### src/rtl/maze_pkg.sv
// Shared encodings for the maze robot motion path: command ops, sequencer
// states and wheel direction values.
package maze_pkg;

  typedef enum logic [1:0] {
    OP_FWD   = 2'b00,
    OP_LEFT  = 2'b01,
    OP_RIGHT = 2'b10,
    OP_UTURN = 2'b11
  } move_op_e;

  typedef enum logic [2:0] {
    ST_IDLE   = 3'd0,
    ST_LOAD   = 3'd1,
    ST_START  = 3'd2,
    ST_ARM    = 3'd3,
    ST_RUN    = 3'd4,
    ST_SETTLE = 3'd5
  } move_state_e;

  localparam logic DIR_FWD = 1'b0;
  localparam logic DIR_REV = 1'b1;

endpackage

### src/rtl/move_fifo.sv
// Synchronous command FIFO for move_sequencer; push and pop may coincide even
// when full, and flush empties it in one cycle.
module move_fifo #(
  parameter int DEPTH = 4,
  parameter int WIDTH = 18
) (
  input  logic                   WF_CLK,
  input  logic                   rst_n,
  input  logic                   push,
  input  logic                   pop,
  input  logic                   flush,
  input  logic [WIDTH-1:0]       wdata,
  output logic [WIDTH-1:0]       rdata,
  output logic                   full,
  output logic                   empty,
  output logic [$clog2(DEPTH):0] level
);

  localparam int AW = $clog2(DEPTH);

  logic [WIDTH-1:0] mem_r [DEPTH];
  logic [AW-1:0]    wr_ptr_r;
  logic [AW-1:0]    rd_ptr_r;
  logic [AW:0]      cnt_r;
  logic             full_s;
  logic             empty_s;
  logic             pop_s;
  logic             push_s;

  assign full_s  = (cnt_r == (AW + 1)'(DEPTH));
  assign empty_s = (cnt_r == {(AW + 1){1'b0}});
  assign pop_s   = pop && !empty_s;
  // A full FIFO can still take a write when the head leaves in the same cycle.
  assign push_s  = push && (!full_s || pop_s);

  // Pointer and occupancy bookkeeping; pointers wrap naturally at DEPTH.
  always_ff @(posedge WF_CLK or negedge rst_n) begin
    if (!rst_n) begin
      wr_ptr_r <= {AW{1'b0}};
      rd_ptr_r <= {AW{1'b0}};
      cnt_r    <= {(AW + 1){1'b0}};
    end else if (flush) begin
      wr_ptr_r <= {AW{1'b0}};
      rd_ptr_r <= {AW{1'b0}};
      cnt_r    <= {(AW + 1){1'b0}};
    end else begin
      if (push_s) begin
        wr_ptr_r <= wr_ptr_r + AW'(1);
      end
      if (pop_s) begin
        rd_ptr_r <= rd_ptr_r + AW'(1);
      end
      if (push_s && !pop_s) begin
        cnt_r <= cnt_r + (AW + 1)'(1);
      end else if (pop_s && !push_s) begin
        cnt_r <= cnt_r - (AW + 1)'(1);
      end
    end
  end

  // Entry storage; contents are only meaningful below the occupancy count.
  always_ff @(posedge WF_CLK) begin
    if (push_s && !flush) begin
      mem_r[wr_ptr_r] <= wdata;
    end
  end

  assign rdata = mem_r[rd_ptr_r];
  assign full  = full_s;
  assign empty = empty_s;
  assign level = cnt_r;

endmodule

### src/rtl/move_sequencer.sv
// Plays queued motion commands through the two wheel step controllers.
// Optional RUN watchdog: define MOVE_TIMEOUT_EN.
module move_sequencer
  import maze_pkg::*;
#(
  parameter int               DEPTH       = 4,
  parameter int               DEG_W       = 16,
  parameter logic [DEG_W-1:0] TURN90_DEG  = 16'd180,
  parameter int               ARM_CYC     = 8,
  parameter int               SETTLE_CYC  = 2_000_000,
  parameter int               TIMEOUT_CYC = 500_000_000
) (
  input  logic                   WF_CLK,
  input  logic                   rst_n,
  input  logic                   cmd_valid,
  output logic                   cmd_ready,
  input  logic [1:0]             cmd_op,
  input  logic [DEG_W-1:0]       cmd_arg,
  input  logic                   abort,
  input  logic                   step_busy,
  output logic                   step_start,
  output logic [DEG_W-1:0]       degreeL,
  output logic [DEG_W-1:0]       degreeR,
  output logic                   dirL,
  output logic                   dirR,
  output logic                   driver_sel,
  output logic [$clog2(DEPTH):0] level,
  output logic                   fault
);

  if (DEPTH < 2 || (DEPTH & (DEPTH - 1)) != 0 || ARM_CYC < 1 || SETTLE_CYC < 1 ||
      TIMEOUT_CYC < 1) begin : g_param_check
    $error("move_sequencer: invalid parameter set");
  end

`ifdef MOVE_TIMEOUT_EN
  localparam int CNT_MAX = (TIMEOUT_CYC > SETTLE_CYC) ?
                           ((TIMEOUT_CYC > ARM_CYC) ? TIMEOUT_CYC : ARM_CYC) :
                           ((SETTLE_CYC > ARM_CYC) ? SETTLE_CYC : ARM_CYC);
`else
  localparam int CNT_MAX = (SETTLE_CYC > ARM_CYC) ? SETTLE_CYC : ARM_CYC;
`endif
  localparam int CNT_W = $clog2(CNT_MAX + 1);
  localparam int FW    = DEG_W + 2;

  move_state_e      state_r;
  logic [CNT_W-1:0] cnt_r;
  logic             step_start_r;
  logic [DEG_W-1:0] deg_l_r;
  logic [DEG_W-1:0] deg_r_r;
  logic             dir_l_r;
  logic             dir_r_r;

  logic [FW-1:0]          fifo_rdata_s;
  logic                   fifo_full_s;
  logic                   fifo_empty_s;
  logic [$clog2(DEPTH):0] fifo_level_s;
  logic                   cmd_ready_s;
  logic                   push_s;
  logic                   pop_s;
  logic                   flush_s;
  logic                   timeout_s;
  move_op_e               head_op_s;
  logic [DEG_W-1:0]       head_arg_s;
  logic [DEG_W-1:0]       ld_deg_s;
  logic                   ld_dir_l_s;
  logic                   ld_dir_r_s;

  assign cmd_ready_s = !fifo_full_s && !abort;
  assign push_s      = cmd_valid && cmd_ready_s;
  assign pop_s       = (state_r == ST_LOAD) && !fifo_empty_s && !flush_s;
  assign flush_s     = abort || timeout_s;

`ifdef MOVE_TIMEOUT_EN
  assign timeout_s = (state_r == ST_RUN) && step_busy && (cnt_r == CNT_W'(TIMEOUT_CYC - 1));
`else
  assign timeout_s = 1'b0;
`endif

  move_fifo #(
    .DEPTH (DEPTH),
    .WIDTH (FW)
  ) u_move_fifo (
    .WF_CLK (WF_CLK),
    .rst_n  (rst_n),
    .push   (push_s),
    .pop    (pop_s),
    .flush  (flush_s),
    .wdata  ({cmd_op, cmd_arg}),
    .rdata  (fifo_rdata_s),
    .full   (fifo_full_s),
    .empty  (fifo_empty_s),
    .level  (fifo_level_s)
  );

  assign head_op_s  = move_op_e'(fifo_rdata_s[DEG_W +: 2]);
  assign head_arg_s = fifo_rdata_s[DEG_W-1:0];

  // Translate the head command into per-wheel degrees and directions.
  always_comb begin
    ld_deg_s   = {DEG_W{1'b0}};
    ld_dir_l_s = DIR_FWD;
    ld_dir_r_s = DIR_FWD;
    case (head_op_s)
      OP_FWD: begin
        ld_deg_s = head_arg_s;
      end
      OP_LEFT: begin
        ld_deg_s   = TURN90_DEG;
        ld_dir_l_s = DIR_REV;
      end
      OP_RIGHT: begin
        ld_deg_s   = TURN90_DEG;
        ld_dir_r_s = DIR_REV;
      end
      OP_UTURN: begin
        ld_deg_s   = {TURN90_DEG[DEG_W-2:0], 1'b0};
        ld_dir_r_s = DIR_REV;
      end
      default: begin
        ld_deg_s = {DEG_W{1'b0}};
      end
    endcase
  end

  // Move state machine; one counter serves the ARM window, SETTLE and the RUN watchdog.
  always_ff @(posedge WF_CLK or negedge rst_n) begin
    if (!rst_n) begin
      state_r      <= ST_IDLE;
      cnt_r        <= {CNT_W{1'b0}};
      step_start_r <= 1'b0;
      deg_l_r      <= {DEG_W{1'b0}};
      deg_r_r      <= {DEG_W{1'b0}};
      dir_l_r      <= 1'b0;
      dir_r_r      <= 1'b0;
    end else if (flush_s) begin
      state_r      <= ST_IDLE;
      cnt_r        <= {CNT_W{1'b0}};
      step_start_r <= 1'b0;
      deg_l_r      <= {DEG_W{1'b0}};
      deg_r_r      <= {DEG_W{1'b0}};
      dir_l_r      <= 1'b0;
      dir_r_r      <= 1'b0;
    end else begin
      step_start_r <= 1'b0;
      case (state_r)
        ST_IDLE: begin
          if (!fifo_empty_s) begin
            state_r <= ST_LOAD;
          end
        end
        ST_LOAD: begin
          if (!fifo_empty_s) begin
            deg_l_r <= ld_deg_s;
            deg_r_r <= ld_deg_s;
            dir_l_r <= ld_dir_l_s;
            dir_r_r <= ld_dir_r_s;
            state_r <= ST_START;
          end else begin
            state_r <= ST_IDLE;
          end
        end
        ST_START: begin
          step_start_r <= 1'b1;
          cnt_r        <= {CNT_W{1'b0}};
          state_r      <= ST_ARM;
        end
        ST_ARM: begin
          if (step_busy) begin
            cnt_r   <= {CNT_W{1'b0}};
            state_r <= ST_RUN;
          end else if (cnt_r == CNT_W'(ARM_CYC - 1)) begin
            // Controllers never went busy: treat as a zero-length move.
            cnt_r   <= {CNT_W{1'b0}};
            state_r <= ST_SETTLE;
          end else begin
            cnt_r <= cnt_r + CNT_W'(1);
          end
        end
        ST_RUN: begin
          if (!step_busy) begin
            cnt_r   <= {CNT_W{1'b0}};
            state_r <= ST_SETTLE;
          end else begin
`ifdef MOVE_TIMEOUT_EN
            cnt_r <= cnt_r + CNT_W'(1);
`else
            cnt_r <= cnt_r;
`endif
          end
        end
        ST_SETTLE: begin
          if (cnt_r == CNT_W'(SETTLE_CYC - 1)) begin
            cnt_r   <= {CNT_W{1'b0}};
            state_r <= fifo_empty_s ? ST_IDLE : ST_LOAD;
          end else begin
            cnt_r <= cnt_r + CNT_W'(1);
          end
        end
        default: begin
          state_r <= ST_IDLE;
        end
      endcase
    end
  end

`ifdef MOVE_TIMEOUT_EN
  logic fault_r;

  // Sticky watchdog flag; only reset clears it.
  always_ff @(posedge WF_CLK or negedge rst_n) begin
    if (!rst_n) begin
      fault_r <= 1'b0;
    end else if (timeout_s) begin
      fault_r <= 1'b1;
    end
  end

  assign fault = fault_r;
`else
  assign fault = 1'b0;
`endif

  assign cmd_ready  = cmd_ready_s;
  assign step_start = step_start_r && !abort;
  assign degreeL    = deg_l_r;
  assign degreeR    = deg_r_r;
  assign dirL       = dir_l_r;
  assign dirR       = dir_r_r;
  assign driver_sel = (state_r != ST_IDLE) || !fifo_empty_s;
  assign level      = fifo_level_s;

endmodule

### config.mk
export PLATFORM = sky130hd
export DESIGN_NAME = move_sequencer
export DESIGN_NICKNAME = d
export VERILOG_FILES = /design/src/rtl/maze_pkg.sv /design/src/rtl/move_fifo.sv /design/src/rtl/move_sequencer.sv
export SDC_FILE = /design/constraint.sdc
export NUM_CORES = 1
export LEC_CHECK = 0
export ABC_AREA = 1
export CAP_MARGIN = 25
export CORE_AREA = 2 2 98 119
export DETAILED_ROUTE_END_ITERATION = 16
export DIE_AREA = 0 0 100 121
export DONT_BUFFER_PORTS = 1
export PLACE_DENSITY = 0.7
export SETUP_SLACK_MARGIN = 0.4
export SYNTH_ARGS = -nofsm -noshare
export SYNTH_HDL_FRONTEND = slang
export SYNTH_SLANG_ARGS = --single-unit
### constraint.sdc
create_clock -name WF_CLK -period 2.5 [get_ports WF_CLK]
set_input_delay 0.125 -clock WF_CLK [delete_from_list [all_inputs] [get_ports WF_CLK]]
set_output_delay 0.125 -clock WF_CLK [all_outputs]
set_load 0.02 [all_outputs]
### Word level (Yosys, flattened, before mapping)

Memory sizes are Yosys's and may differ from the RTL's.
Index checks and enable logic that the tools add are counted.

| word-level totals | value |
|---|---|
| register bits | 50 |
| bits in latches | 0 |
| bits in writable memories | 72 |
| ROM bits | 0 |
| input bits | 23 |
| logic and storage cells | 100 |
| memories | 1 |

Memories:

| memory | depth | width | rd ports | clocked after memory_dff | wr ports | RTL line | RTL |
|---|---|---|---|---|---|---|---|
| u_move_fifo.mem_r | 4 | 18 | 1 | 0 | 1 | move_fifo.sv:21 | `logic [WIDTH-1:0] mem_r [DEPTH];` |

| operators by class | value |
|---|---|
| add/subtract/negate cells | 5 |
| multipliers | 0 |
| div/mod/pow operators | 0 |
| magnitude comparators | 0 |
| eq/ne operators | 16 |
| shifts and indexed selects | 0 |
| muxes and demuxes | 38 |
| bitwise logic cells | 0 |
| reduce and logical (&&, ||, !) cells | 31 |

Operator list:

| kind | count |
|---|---|
| 21-bit two-way mux | 5 |
| 21-bit one-hot mux with 4 select lines | 1 |
| 16-bit two-way mux | 3 |
| 16-bit one-hot mux with 3 select lines | 1 |
| 3-bit two-way mux | 9 |
| 21-bit by 1-bit adder with 21-bit output (second input constant) | 1 |
| 21-bit == test (second input constant) | 1 |
| 21-bit by 3-bit == test with 1-bit output (second input constant) | 1 |
| 3-bit one-hot mux with 6 select lines | 1 |
| 1-bit two-way mux | 13 |
| 1-bit logical AND | 10 |
| 2-bit two-way mux | 5 |
| 3-bit == test (second input constant) | 3 |
| 3-bit inequality test (second input constant) | 3 |
| 3-bit by 2-bit == test with 1-bit output (second input constant) | 2 |
| 3-bit logical NOT | 2 |
| 2-bit nonzero test | 3 |
| 3-bit nonzero test | 2 |
| 1-bit logical NOT | 5 |
| 5-bit nonzero test | 1 |
| 2-bit by 1-bit adder with 2-bit output (second input constant) | 2 |
| 2-bit == test (second input constant) | 2 |
| 4-bit inequality test (second input constant) | 1 |
| 2-bit AND reduction | 2 |
| 9 further kinds | 11 |

### Longest topological paths before layout

Gate-level depths: netlist of the first run.

| depth | value |
|---|---|
| depth in word-level cells | 12 |
| gate-level depth with buffers | 11 |
| mapped depth without buffers | 11 |

### Cells and area by module

A second synthesis of the first run with hierarchy kept.

| second synthesis, totals | value |
|---|---|
| cell total of the unflattened synthesis | 695 |
| area, all modules | 6,244.7 µm² |

By module, submodules not included:

| module | times used | cells an instance | area each (µm²) | seq. area each (µm²) |
|---|---|---|---|---|
| move_fifo | 1 | 244 | 3,198.1 | 2,337.2 |
| move_sequencer | 1 | 451 | 3,046.7 | 1,076.0 |

### Least setup slack after synthesis of the first run

Ideal clock, no wire load.

| path | value |
|---|---|
| path type | reg-to-reg |
| from | register u_move_fifo.cnt_r[0] (netlist: u_move_fifo.level[0]) |
| to | memory u_move_fifo.mem_r[0][0] (enable) |
| setup time | 0.393 ns |
| arrival | 1.834 ns |
| setup slack | 0.273 ns |
| stages on the path, launching flop included | 7 |
| path through | dfrtp_1 > inv_1 > nand3_1 > nand2_1 > inv_1 > nand2_1 > nor2_1 |

RTL lines:

| item | RTL line | RTL |
|---|---|---|
| start: declaration | move_fifo.sv:24 | `logic [AW:0] cnt_r;` |
| start signal: assignment | move_fifo.sv:41 | `cnt_r <= {(AW + 1){1'b0}};` |
| start signal: assignment | move_fifo.sv:45 | `cnt_r <= {(AW + 1){1'b0}};` |
| start signal: assignment | move_fifo.sv:54 | `cnt_r <= cnt_r + (AW + 1)'(1);` |
| 3-bit == test | move_fifo.sv:30 | `assign full_s = (cnt_r == (AW + 1)'(DEPTH));` |
| 1-bit logical NOT | move_sequencer.sv:69 | `assign cmd_ready_s = !fifo_full_s && !abort;` |
| 1-bit logical AND | move_sequencer.sv:69 |  |
| net cmd_ready | move_sequencer.sv:16 | `output logic cmd_ready,` |
| 1-bit logical AND | move_sequencer.sv:70 | `assign push_s = cmd_valid && cmd_ready_s;` |
| 1-bit logical AND | move_fifo.sv:34 | `assign push_s = push && (!full_s \|\| pop_s);` |
| 1-bit logical AND | move_fifo.sv:63 | `if (push_s && !flush) begin` |
| 1-bit two-way mux | move_fifo.sv:63 |  |
| 1-bit two-way mux (implied by the code) | move_fifo.sv:64 | `mem_r[wr_ptr_r] <= wdata;` |
| end: declaration | move_fifo.sv:21 |  |

The timed path passes the listed nets, and every way through them passes these cells.

### Final worst setup path of the first run

| path | value |
|---|---|
| from | register u_move_fifo.rd_ptr_r[0] |
| to | register deg_r_r[5] (netlist: degreeR[5]) |

| on the way | value |
|---|---|
| longest elaborated chain between the ends | 7 |

Ends and longest elaborated chain:

| item | RTL line | RTL |
|---|---|---|
| start: declaration | move_fifo.sv:23 | `logic [AW-1:0] rd_ptr_r;` |
| start signal: assignment | move_fifo.sv:40 | `rd_ptr_r <= {AW{1'b0}};` |
| start signal: assignment | move_fifo.sv:44 | `rd_ptr_r <= {AW{1'b0}};` |
| start signal: assignment | move_fifo.sv:51 | `rd_ptr_r <= rd_ptr_r + AW'(1);` |
| memory read 4 x 18 bit (*) | - |  |
| 2-bit == test / 2-bit by 1-bit == test with 1-bit output (equally long branches) | move_sequencer.sv:104 | `case (head_op_s)` |
| 2-bit OR reduction (no source line) | - |  |
| 16-bit one-hot mux with 3 select lines (*) | move_sequencer.sv:104 |  |
| 16-bit two-way mux (*) | move_sequencer.sv:153 | `if (!fifo_empty_s) begin` |
| 16-bit two-way mux (*) | move_sequencer.sv:146 | `case (state_r)` |
| 16-bit two-way mux (*) | move_sequencer.sv:136 | `end else if (flush_s) begin` |
| end signal: assignment | move_sequencer.sv:133 | `deg_r_r <= {DEG_W{1'b0}};` |
| end signal: assignment | move_sequencer.sv:141 | `deg_r_r <= {DEG_W{1'b0}};` |
| end signal: assignment | move_sequencer.sv:155 | `deg_r_r <= ld_deg_s;` |
| end: declaration | move_sequencer.sv:50 | `logic [DEG_W-1:0] deg_r_r;` |

Mark *: on every way between the ends. The rest lies on a longest branch, timed or not. The select of a mux whose other input is x is not followed.
A chain may end at the register's enable or synchronous reset.

==> results of run 1 <==
==> cell families after synthesis <==
| group | count (synthesis) | share of synthesized area, % |
|---|---|---|
| adder cells (fa/ha/maj) | 10 | 2.23 |
| XOR/XNOR | 5 | 0.736 |
| flip-flops | 122 | 57.3 |
| buffers and inverters | 89 | 7.55 |
| AO/OA/AOI/OAI | 85 | 9.21 |
| AND/OR/NAND/NOR | 302 | 22.9 |
| other | 1 | 0.0630 |
==> power by group through the flow <==
stage	registers, mW	logic [mW]	clock network, mW
after CTS	2.71	1.36	2.35
final	2.72	1.38	2.32
after floorplan	2.61	1.20	0
after global routing	2.75	1.53	2.44
after detailed placement	2.75	1.29	0
after global placement	2.75	1.25	0
==> area by class of cell <==
class / count / share of cell area (%)
Tap cell: 132 / 2.44
Clock inverter: 14 / 2.04
Inverter: 52 / 3.05
Timing Repair Buffer: 31 / 4.52
Clock buffer: 18 / 6.35
Sequential cell: 122 / 50.6
Multi-Input combinational cell: 403 / 31.1
==> worst max-delay path: cells and delay by family (launching register included) <==
| family | cells | cell delay [ns] |
|---|---|---|
| adders and majority gates | 1 | 0.25 |
| AOI/OAI and AO/OA | 3 | 0.56 |
| DFF | 1 | 0.51 |
| and+or+nand+nor | 1 | 0.07 |
| buffers and inverters | 3 | 0.50 |
==> worst paths after layout <==
kind / end / slack (ns) / cells past startpoint
setup / recovery: degreeR[5]$_DFFE_PN0P_ / 0.53 / 8
setup reg to reg: degreeR[5]$_DFFE_PN0P_ / 0.53 / 8
max in group asynchronous: u_move_fifo.level[2]$_DFFE_PN0P_ / 2.02 / 2
hold reg to reg: cnt_r[1]$_DFFE_PN0P_ / 0.54 / 2
hold / removal: state_r[1]$_DFFE_PN0P_ / 0.008 / 3
min in group asynchronous: state_r[2]$_DFFE_PN0P_ / 0.22 / 2
==> stage by stage <==
step	hold slack (ns)	area, µm²	setup WS (ns)
floorplan	-0.171	5950	0.273
global placement	-0.169	5930	0.527
detailed placement	-0.169	5930	0.432
CTS	0.00205	6740	0.432
global route	0.0223	6760	0.406
finish	0.00823	6760	0.534
==> sequential cells by signal, indices dropped and copies added, names as in the netlist <==
signal                cells
state_r                   3
dirR                      1
dirL                      1
degreeR                  16
cnt_r                    21
u_move_fifo.level         3
u_move_fifo.rd_ptr_r      2
u_move_fifo.wr_ptr_r      2
step_start_r              1
u_move_fifo.mem_r        72
==> cells in the final DEF (no fill, tap or decap), types with 16 or more instances in the layout <==
cell and instances:
o21ai_0 23, edfxtp_1 72, dlygate4sd3_1 21, nand2_1 165, a21oi_1 30, clkbuf_16 17
dfrtp_1 46, nand3_1 45, inv_1 43, nor2_1 41, nand4_1 16
==> cells in the mapped netlist, drive strengths merged <==
library cell | instances | area (µm²)
a21boi | 1 | 7.51
a21oi | 38 | 228
a22o | 2 | 17.5
a32o | 9 | 90.1
a32oi | 2 | 17.5
buf | 30 | 225
clkbuf | 7 | 26.3
clkinv | 1 | 3.75
conb | 1 | 3.75
dfrtp | 50 | 1250
edfxtp | 72 | 2160
fa | 1 | 20.0
ha | 9 | 113
inv | 51 | 194
nand2 | 177 | 707
nand3 | 47 | 245
nand3b | 3 | 22.5
nand4 | 16 | 100
nor2 | 50 | 234
nor3 | 7 | 40.0
nor4 | 1 | 6.26
o21a | 1 | 7.51
o21ai | 27 | 135
o22ai | 4 | 37.5
o31ai | 1 | 7.51
or2 | 1 | 6.26
xor2 | 5 | 43.8
==> routing by layer <==
layer  track usage [%]  wire [µm]
met1              25.4       5150
met2              38.2       6570
met3              5.99        750
met4              8.82        234
met5                 0          0
==> what timing repair did <==
item                                    CTS  global route
gates resized for setup                   0            10
hold buffers                             22             0
hold endpoints to repair                135             0
endpoints found under the setup margin    0            31
==> impl_metrics.ini, run 1 <==
[clock_network]
cts_tree = yes
htree_num_levels = 4
clk_latency_ns = 0.41
clk_pin_slew_ns = 0.06
cts_setup_buffers = 0
clockBufferDepth = 2
clock-sinks = 122
root_buffer = clkbuf_16
cts_made_buffers = 17

[layout]
drive_gt1_share_pct = 14.1
finalNetCount = 660
utilization_pct = 61.9
area_growth_pct = 13.6
stdcell_count = 772
ff_latch_area_mm2 = 0.00342
nFillCells = 907
diodes = 0
multi_input_area_mm2 = 0.00210

[placement]
gp_congestion = 0.928
io_buffers = 0
dp.cells = 718
dp_hpwl_um = 8560

[logic_synthesis]
syn_avg_cell_area_um2 = 9.69
synth_fp_nets = 647
yosys_warnings = 0
netlist_instances = 614
synth_seq_cells = 122
ys_seq_area_share_pct = 57.3
ys_types = 43
synthesis.area_mm2 = 0.00595

[setup_path]
crit_chain = clkinv_4 > nand2_1 > a32oi_1 > inv_1 > ha_1 > inv_1 > a21oi_1 > o31ai_1
worst-path-max-fanout = 16
cp.required_ns = 2.81
crit_arrival_ns = 2.28
endpoint_kind = flip-flop
startpoint_type = flip-flop
cp_slowest_cell = dfrtp_1
critical_path_class = flip-flop to flip-flop
startpoint = u_move_fifo.rd_ptr_r[0]$_DFFE_PN0P_
path_common_cell = inv_1
reg2reg_from = u_move_fifo.rd_ptr_r[0]$_DFFE_PN0P_
max_stage_delay_ns = 0.51

[power]
peakVddDrop_uv = 842
p_int_mw = 4.16
clock_power_share_pct = 36.1
comb_power_share_pct = 21.5
power.density_mw_per_mm2 = 949
p_total_mw = 6.42
seqPwrFrac_pct = 42.4
p_sw_mw = 2.25
leakagePower_nw = 2.79
swShare_pct = 35.1

[sta]
setup_viol = 0
fmax_mhz = 509
timing.slew.headroom_pct = 65.0
rsz0062_at_grt = false
hold_viol = 0
setup_tns_ns = 0
maxSlewViolCount = 0
tightest_slew_ns = 0.525
finalClockSkew_ns = 0.00884
fin_crit_ns = 1.97
fin_crit_sh_pct = 78.6

[die]
die_w_um = 100
fp.dieH_um = 121
core_area_mm2 = 0.0109
dieArea_mm2 = 0.0121
initial_core_util_pct = 54.5
rows = 42
io_pins = 64

[drt]
viasPerCell = 5.64
dr.pass1.iters = 7
drt_iter0_drc = 270
ant_nets = 0
routed_wl_um = 12700
wl_per_cell_um = 16.5
route.detailed.drc = 0
vias = 4354

[hold_path]
hold_start = abort
hold_path_class = primary input to flip-flop

[flow_run]
maxCapViolations = 0

[status]
status = finished, final reports clean

[global_routing]
grt_pass1_vias = 4170
grt_max_degree = 51
grt_pass1_wl_um = 20300
grt.overflow.total = 0
antenna_found_initial = 0
grt_util_all_layers_pct = 21.9
Power figures use the tool's default switching activity.
==> run 2: changes to the inputs <==
--- a/config.mk
+++ b/config.mk
@@ -11,7 +11,7 @@
 export DETAILED_ROUTE_END_ITERATION = 16
 export DIE_AREA = 0 0 100 121
 export DONT_BUFFER_PORTS = 1
-export PLACE_DENSITY = 0.7
+export PLACE_DENSITY = 0.72
 export SETUP_SLACK_MARGIN = 0.4
 export SYNTH_ARGS = -nofsm -noshare
 export SYNTH_HDL_FRONTEND = slang
==> constraint.sdc (replaced) <==
create_clock -name WF_CLK -period 1.7 [get_ports WF_CLK]
set_input_delay 0.085 -clock WF_CLK [delete_from_list [all_inputs] [get_ports WF_CLK]]
set_output_delay 0.085 -clock WF_CLK [all_outputs]
set_load 0.02 [all_outputs]
==> run 2 against run 1 <==
  * The run now ends with negative setup slack left
  * Clock power up 54%
  * Clock skew grew 0.0069 ns
  * Design area grew 22%
  * Critical path depth grew 1
  * Wire length rose by 37%
  * Via count up 18%
  * Worst setup slack got worse by 0.59 ns
==> impl_metrics.ini, run 2 (synthesized netlist as in run 1, its figures left out) <==
[setup_path]
crit_arrival_ns = 2.09
startpoint_type = flip-flop
max_stage_delay_ns = 0.47
path_common_cell = nor2_1
path_buf_inv = 1
critical_path_class = flip-flop to flip-flop
cp.required_ns = 2.04
cp_slowest_cell = dfrtp_2
crit_chain = nor2_1 > nand3_1 > nor2_1 > nand2_2 > nand2_4 > inv_2 > nor2_4 > nand4_1 > nand2_1
endpoint_kind = flip-flop
worst-path-max-fanout = 6
crit_family = simple AND/OR/NAND/NOR gates

[drt]
dr.pass1.iters = 6
viasPerCell = 5.98
wl_per_cell_um = 20.4
drt_iter0_drc = 339
vias = 5125
ant_nets = 0
route.detailed.drc = 0
routed_wl_um = 17500

[die]
io_pins = 64
initial_core_util_pct = 54.5
dieArea_mm2 = 0.0121
core_area_mm2 = 0.0109
rows = 42
die_w_um = 100
fp.dieH_um = 121

[global_routing]
grt_util_all_layers_pct = 26.7
antenna_found_initial = 0
grt_pass1_wl_um = 24500
grt.overflow.total = 0
grt_pass1_vias = 4930
grt_max_degree = 51

[placement]
dp.cells = 740
dp_hpwl_um = 8730
gp_congestion = 0.912
io_buffers = 0
place_worst_setup_slack_ns = 0.0479

[clock_network]
clk_pin_slew_ns = 0.06
clockBufferDepth = 2
root_buffer = clkbuf_16
clock-sinks = 122
cts_made_buffers = 17
cts_tree = yes
htree_num_levels = 4
clk_latency_ns = 0.42

[sta]
worst_slack_ns = -0.0520
rsz0062_at_grt = true
maxSlewViolCount = 0
fmax_mhz = 571
fin_crit_ns = 1.75
fin_crit_sh_pct = 103
finalClockSkew_ns = 0.0158
hold_viol = 0
setup_tns_ns = -0.106
setup_viol = 4

[power]
p_total_mw = 11.5
power.density_mw_per_mm2 = 1380
leakagePower_nw = 3.40
peakVddDrop_uv = 1100

[layout]
largest_reg_flops = 72
drive_gt1_share_pct = 39.4
diodes = 0
most-common-layout-cells = nand2_1, edfxtp_1, buf_4, nand3_1, dfrtp_1
stdcell_count = 857
layout_commonest_cell = nand2_1
area_growth_pct = 39.1
finalNetCount = 745
top_register = u_move_fifo.mem_r

[status]
status = complete, but fails checks
violations = negative setup slack

[flow_run]
maxCapViolations = 0

[hold_path]
hold_path_class = primary input to flip-flop
==> run 2: changes by cell type in the layout (fill, tap and decap cells not counted), moves of 12 or more <==
| cell | before | now |
|---|---|---|
| nand2_4 | 3 | 15 |
| o21ai_0 | 23 | 3 |
| nand2_1 | 165 | 145 |
| buf_4 | 9 | 63 |
| o21ai_2 | 0 | 12 |
| nor2_1 | 41 | 23 |
| buf_6 | 0 | 17 |
| nor2_4 | 2 | 17 |
| inv_1 | 43 | 25 |
==> run 2: worst paths after layout <==
path / startpoint / to / slack (ns) / depth (start not counted)
max: cnt_r[11]$_DFFE_PN0P_ / state_r[2]$_DFFE_PN0P_ / -0.05 / 9
min: abort / cnt_r[3]$_DFFE_PN0P_ / 0.004 / 4
max reg2reg: cnt_r[11]$_DFFE_PN0P_ / state_r[2]$_DFFE_PN0P_ / -0.05 / 9
min reg2reg: cnt_r[5]$_DFFE_PN0P_ / cnt_r[5]$_DFFE_PN0P_ / 0.57 / 2
max in group asynchronous: rst_n / cnt_r[15]$_DFFE_PN0P_ / 1.26 / 2
min in group asynchronous: rst_n / cnt_r[6]$_DFFE_PN0P_ / 0.19 / 2
==> run 2: final cells by class <==
cell class | instances | area, µm²
well taps | 132 | 165
repair buffers | 115 | 1160
clock buffers | 17 | 425
multi-input cells | 404 | 2710
flip-flops and latches | 122 | 3430
clock inverters | 15 | 163
fillers | 659 | 2650
inverters | 52 | 233
==> run 2: power breakdown <==
group / switching [mW] / internal [mW] / leakage [nW]
logic: 2.29 / 1.62 / 1.80
registers: 0.516 / 3.45 / 1.32
clock network: 1.38 / 2.19 / 0.289
total: 4.19 / 7.26 / 3.40
==> run 2: metal layers <==
| metal | up-vias | GRT usage (%) | wire length (µm) | part of all wire [%] |
|---|---|---|---|---|
| met5 | - | 0 | 0 | 0 |
| met4 | 0 | 14.6 | 1090 | 6.3 |
| met3 | 99 | 6.62 | 1170 | 6.7 |
| met2 | 265 | 47.3 | 9230 | 53 |
| met1 | 2495 | 29.2 | 5960 | 34 |
| li1 | 2266 | - | - | - |
==> run 2: metrics by stage <==
step           cell area (µm²)  utilization, %  hold WS [ns]
2_1_floorplan             6130               -        -0.211
3_3_place_gp              6320            57.8        -0.209
3_5_place_dp              6320            57.8        -0.209
4_1_cts                   7700            70.4        -0.275
5_1_grt                   8280            75.8       0.00666
6_report                  8280            75.8       0.00386
==> run 2: what timing repair did <==
item,in CTS,in global routing
setup buffers,29,27
endpoints found under the hold margin,149,22
endpoints found under the setup margin,119,120
gates resized for setup,72,96
cloned,3,2
hold buffers,22,2
pin swaps,31,41
==> run 2: worst register-to-register path: cells and delay by family, from the launching register on <==
kind	cells	cell delay, ns
DFF	1	0.47
and+or+nand+nor	8	1.15
buffers and inverters	1	0.06
